File: src/rtl/note_sequencer.sv
// note_sequencer: plays a stored note pattern at a programmable tempo, driving a clock scaler divisor and gate.
module note_sequencer #(
  parameter int STEPS = 8,
  parameter int TEMPO_W = 24,
  parameter int GAP = 16,
  localparam int AW = $clog2(STEPS)
) (
  input  logic               clk,
  input  logic               rst,
  input  logic [TEMPO_W-1:0] tempo,
  input  logic               start,
  input  logic               stop,
  input  logic               loop,
  input  logic               wr_en,
  input  logic [AW-1:0]      wr_addr,
  input  logic [8:0]         wr_data,
  output logic [31:0]        scale_factor,
  output logic               gate,
  output logic [AW-1:0]      step,
  output logic               busy,
  output logic               done
);
  typedef enum logic [1:0] {IDLE, LOAD, PLAY} state_t;
  localparam logic [16:0] BASE [12] = '{17'd95556, 17'd90194, 17'd85131, 17'd80353, 17'd75844, 17'd71586,
                                        17'd67568, 17'd63776, 17'd60196, 17'd56818, 17'd53629, 17'd50619};
  state_t state_q, state_d;
  logic [8:0] pat_q [STEPS];
  logic [8:0] pat_d [STEPS];
  logic [TEMPO_W-1:0] tempo_q, tempo_d, beat_q, beat_d;
  logic [1:0] len_q, len_d, len_cnt_q, len_cnt_d;
  logic rest_q, rest_d, done_q, done_d;
  logic [AW-1:0] step_q, step_d;
  logic [31:0] sf_q, sf_d;
  logic [8:0] ent;
  logic ent_rest, beat_end, step_end;
  logic [TEMPO_W+1:0] rem;
  always_comb begin
    ent = pat_q[step_q];
    ent_rest = ent[8] || ent[3:0] > 4'd11;
    beat_end = beat_q == tempo_q - TEMPO_W'(1);
    step_end = state_q == PLAY && beat_end && len_cnt_q == len_q;
    // cycles left in PLAY, including the current one
    rem = (TEMPO_W+2)'(len_q - len_cnt_q) * (TEMPO_W+2)'(tempo_q) + (TEMPO_W+2)'(tempo_q - beat_q);
    state_d = state_q;
    pat_d = pat_q;
    tempo_d = tempo_q;
    beat_d = beat_q;
    len_d = len_q;
    len_cnt_d = len_cnt_q;
    rest_d = rest_q;
    step_d = step_q;
    sf_d = sf_q;
    done_d = 1'b0;
    if (state_q == IDLE && wr_en) pat_d[wr_addr] = wr_data;
    if (stop) begin
      state_d = IDLE;
      step_d = '0;
    end else begin
      case (state_q)
        IDLE: if (start) begin
          state_d = LOAD;
          step_d = '0;
          tempo_d = tempo == '0 ? TEMPO_W'(1) : tempo;
        end
        LOAD: begin
          state_d = PLAY;
          beat_d = '0;
          len_cnt_d = '0;
          len_d = ent[5:4];
          rest_d = ent_rest;
          sf_d = ent_rest ? sf_q : 32'(BASE[ent[3:0]] >> ent[7:6]) - 32'd1;
        end
        PLAY: begin
          beat_d = beat_end ? '0 : beat_q + TEMPO_W'(1);
          len_cnt_d = beat_end ? len_cnt_q + 2'd1 : len_cnt_q;
          if (step_end) begin
            step_d = step_q + AW'(1);
            state_d = step_q == AW'(STEPS-1) && !loop ? IDLE : LOAD;
            done_d = step_q == AW'(STEPS-1) && !loop;
          end
        end
        default: state_d = IDLE;
      endcase
    end
  end
  always_ff @(posedge clk) begin
    if (rst) begin
      state_q <= IDLE;
      for (int i = 0; i < STEPS; i++) pat_q[i] <= 9'h100;
      tempo_q <= '0;
      beat_q <= '0;
      len_q <= '0;
      len_cnt_q <= '0;
      rest_q <= 1'b1;
      step_q <= '0;
      sf_q <= '0;
      done_q <= 1'b0;
    end else begin
      state_q <= state_d;
      pat_q <= pat_d;
      tempo_q <= tempo_d;
      beat_q <= beat_d;
      len_q <= len_d;
      len_cnt_q <= len_cnt_d;
      rest_q <= rest_d;
      step_q <= step_d;
      sf_q <= sf_d;
      done_q <= done_d;
    end
  end
  assign gate = state_q == PLAY && !rest_q && rem > (TEMPO_W+2)'(GAP);
  assign busy = state_q != IDLE;
  assign done = done_q;
  assign step = step_q;
  assign scale_factor = sf_q;
endmodule

File: config.mk
export PLATFORM = sky130hd
export DESIGN_NAME = note_sequencer
export DESIGN_NICKNAME = d
export VERILOG_FILES = /design/src/rtl/note_sequencer.sv
export SDC_FILE = /design/constraint.sdc
export NUM_CORES = 1
export LEC_CHECK = 0
export ABC_AREA = 1
export BUFFER_PORTS_ARGS = -buffer_cell sky130_fd_sc_hd__buf_2
export CAP_MARGIN = 25
export CORE_MARGIN = 5
export CORE_UTILIZATION = 40
export DETAILED_ROUTE_END_ITERATION = 16
export GPL_ROUTABILITY_DRIVEN = 0
export PLACE_DENSITY_LB_ADDON = 0.15
export SYNTH_ARGS = -nofsm -noshare
export SYNTH_HDL_FRONTEND = slang
export SYNTH_SLANG_ARGS = --single-unit
File: constraint.sdc
create_clock -name clk -period 14.6 [get_ports clk]
set_input_delay 0 -clock clk [delete_from_list [all_inputs] [get_ports clk]]
set_output_delay 0 -clock clk [all_outputs]
set_load 0.05 [all_outputs]
==> flow_summary.toml <==
[global_route]
grt_max_degree = 93
grt_use_met2_pct = 36.4
grtUsageTotal_pct = 20.3
grt_pass1_vias = 12800
grt_use_met1_pct = 25.4
grt_pass1_wl_mm = 64.1
grt.busiest_layer = "met2"
antenna_found_initial = 0
grt_use_met3_pct = 2.35
overflow = 0

[route]
wl_mm = 38.5
ant_nets = 0
viasPerCell = 5.12
drc = 0
num_vias = 13100
drt-wirelength-per-cell_um = 15.1
first_pass_iters = 5
drt_iter0_markers = 822

[clock_network]
clk_pin_slew_ns = 0.07
h-tree-depth = 4
cts.sinks = 163
postCtsSetupRepairBufs = 0
tritoncts = "yes"
insertion_delay_ns = 0.44
cts_buffers = 17
cts_buffer_depth = 2
clockRootBuffer = "clkbuf_16"

[timing]
whs_ns = 0.0212
slew_headroom_pct = 34.4
max_freq_mhz = 167
slew_viol_final = 0
setup_tns_ns = 0
setup_viol_count_final = 0
period_minus_slack_ns = 5.97
worst_slew_pin_slew_ns = 0.982
rsz0062_at_grt = "false"
hold_viol = 0
finClkSkew_ns = 0.00907
fin_crit_sh_pct = 40.9

[power_and_ir_drop]
p_switching_w = 0.000479
p_sw_share_pct = 36.1
power_frac_seq_pct = 35.6
p_leak_nw = 7.19
power_density_nw_per_um2 = 87.5
pwr-share-comb_pct = 30.5
pwr-share-clk_pct = 34.0
power_w = 0.00133
p_int_w = 0.000847
ir_worst_vdd_v = 0.0000823

[yosys]
ys_async_sr_fraction_pct = 0
synth-edff-count = 0
netlist.area_leader.share_pct = 24.0
syn-instance-count = 2026
syn-cell-area_sq_um = 13600
synth_ff_type = "dfxtp_1"
synth_seq_area_share_pct = 24.0
avgSynthCellArea_sq_um = 6.70
synth_area_leaders = "dfxtp_1, nand2_1, ha_1, nor2_1, fa_1"
yosys_warnings = 0
netlist_top_cells_count = "nand2_1, nor2_1, inv_1"
ys_ff_latch = 163
synth_cell_types = 52
yosysTopAreaCell = "dfxtp_1"
yosysMostFrequentCell = "nand2_1"
syn_nets = 2210

[cells_and_area]
drive_above_1_share_pct = 8.80
multiInputGateArea_sq_um = 9010
layout.cells.non_filler = 2551
seq_area_sq_um = 3260
area.growth.synth_to_final_pct = 11.6
num_antenna_cells = 0
fillers = 3542
nets = 2274
fin_util_pct = 45.2

[floorplan]
die_area_sq_um = 37700
start_util_pct = 40.5
coreArea_sq_um = 33500
die_w_um = 194
rows = 67
die_h_um = 194
io_pins = 80

[worst_setup_path]
end_kind = "output port"
critPathMaxStageDelay_ns = 0.44
arrival_ns = 5.97
cp-start-kind = "register"
crit_fanout = 6
crit_slowest_cell = "fa_1"
worst-setup-path-type = "register to output port"
critPathMostFrequentCell = "nand2_1"
worstPathRequired_ns = 14.60

[placed_design]
portBuffers = 79
dp_hpwl_mm = 29.5
placed_cells = 2485

[run]
drv_cap = 0

[run_status]
status = "completed"

[hold_path]
hp-class = "primary input to register"
-- timing repair --
item                      CTS  global route
hold buffers               34             0
gates resized for setup     0             0
hold endpoints to repair   96             0
-- cells in the final DEF, fill, tap and decap left out, drive strengths merged, types with 2 or more instances in the layout --
cell type	instances
nand2	409
nor2	294
inv	258
nand3	187
dfxtp	163
o21ai	147
a21oi	129
ha	93
buf	86
xor2	60
fa	49
nand4	40
dlygate4sd3	34
xnor2	29
nor3	20
clkbuf	18
or2	13
o21bai	10
nor4	10
o211ai	8
nand3b	6
a31oi	6
clkinv	6
a21boi	5
nor3b	4
a211oi	4
o22ai	2
o221ai	2
o21a	2
a31o	2
-- layer usage --
metal	vias up	routed length, um
met2	248	19000
met5	-	0
met1	6058	17400
li1	6714	-
met3	52	1110
met4	0	943
-- worst paths after layout --
kind                                         end  cells past startpoint  slack, ns             start
worst max-delay path                        gate                     28       8.63         beat_q[5]
worst min-delay path                   pat_q[35]                      5       0.02        wr_addr[2]
worst max register to register  scale_factor[12]                     16      10.48           step[2]
worst min register to register  scale_factor[25]                      2       0.44  scale_factor[25]
-- power by group through the flow --
stage | sequential (W) | combinational, W | clock (W)
6_report | 0.000472 | 0.000404 | 0.000450
5_1_grt | 0.000474 | 0.000462 | 0.000482
4_1_cts | 0.000472 | 0.000405 | 0.000459
3_5_place_dp | 0.000482 | 0.000393 | 0
3_3_place_gp | 0.000481 | 0.000394 | 0
2_1_floorplan | 0.000476 | 0.000305 | 0
-- kinds of logic after synthesis --
logic type | after synthesis | share of synthesized area, %
and+or+nand+nor | 983 | 31.8
buffers and inverters | 327 | 9.73
AOI/OAI and AO/OA | 322 | 12.9
DFF | 163 | 24.0
adders and majority gates | 142 | 15.8
xor gates and xnor gates | 89 | 5.74
-- through the flow --
step | instance area (sq um) | setup WS, ns
2_1_floorplan | 13600 | 9.28
3_3_place_gp | 14200 | 9.14
3_5_place_dp | 14200 | 9.11
4_1_cts | 15200 | 8.64
5_1_grt | 15200 | 8.07
6_report | 15200 | 8.63
-- worst max-delay path: cells and delay by family, from the launching register on --
| kind | cells | cell delay (ns) |
|---|---|---|
| AND/OR/NAND/NOR | 13 | 1.59 |
| AO/OA/AOI/OAI | 6 | 1.42 |
| adder cells (fa/ha/maj) | 4 | 1.41 |
| buffers and inverters | 4 | 0.49 |
| flip-flops | 1 | 0.39 |
| XOR/XNOR | 1 | 0.23 |
-- final cells by class --
class	count	share of cell area, %
multi-input combinational	1536	59.4
timing repair buffer	120	5.20
tap	448	3.70
clock inverter	14	0.966
inverter	252	6.26
clock buffer	18	2.90
sequential	163	21.5
-- registers in the layout, indices dropped and copies added, names as in the netlist --
name	flops
rest_q	1
done	1
scale_factor	32
tempo_q	24
pat_q	72
step	3
beat_q	24
state_q	2
len_q	2
len_cnt_q	2
(Power assumes the default switching activity.)
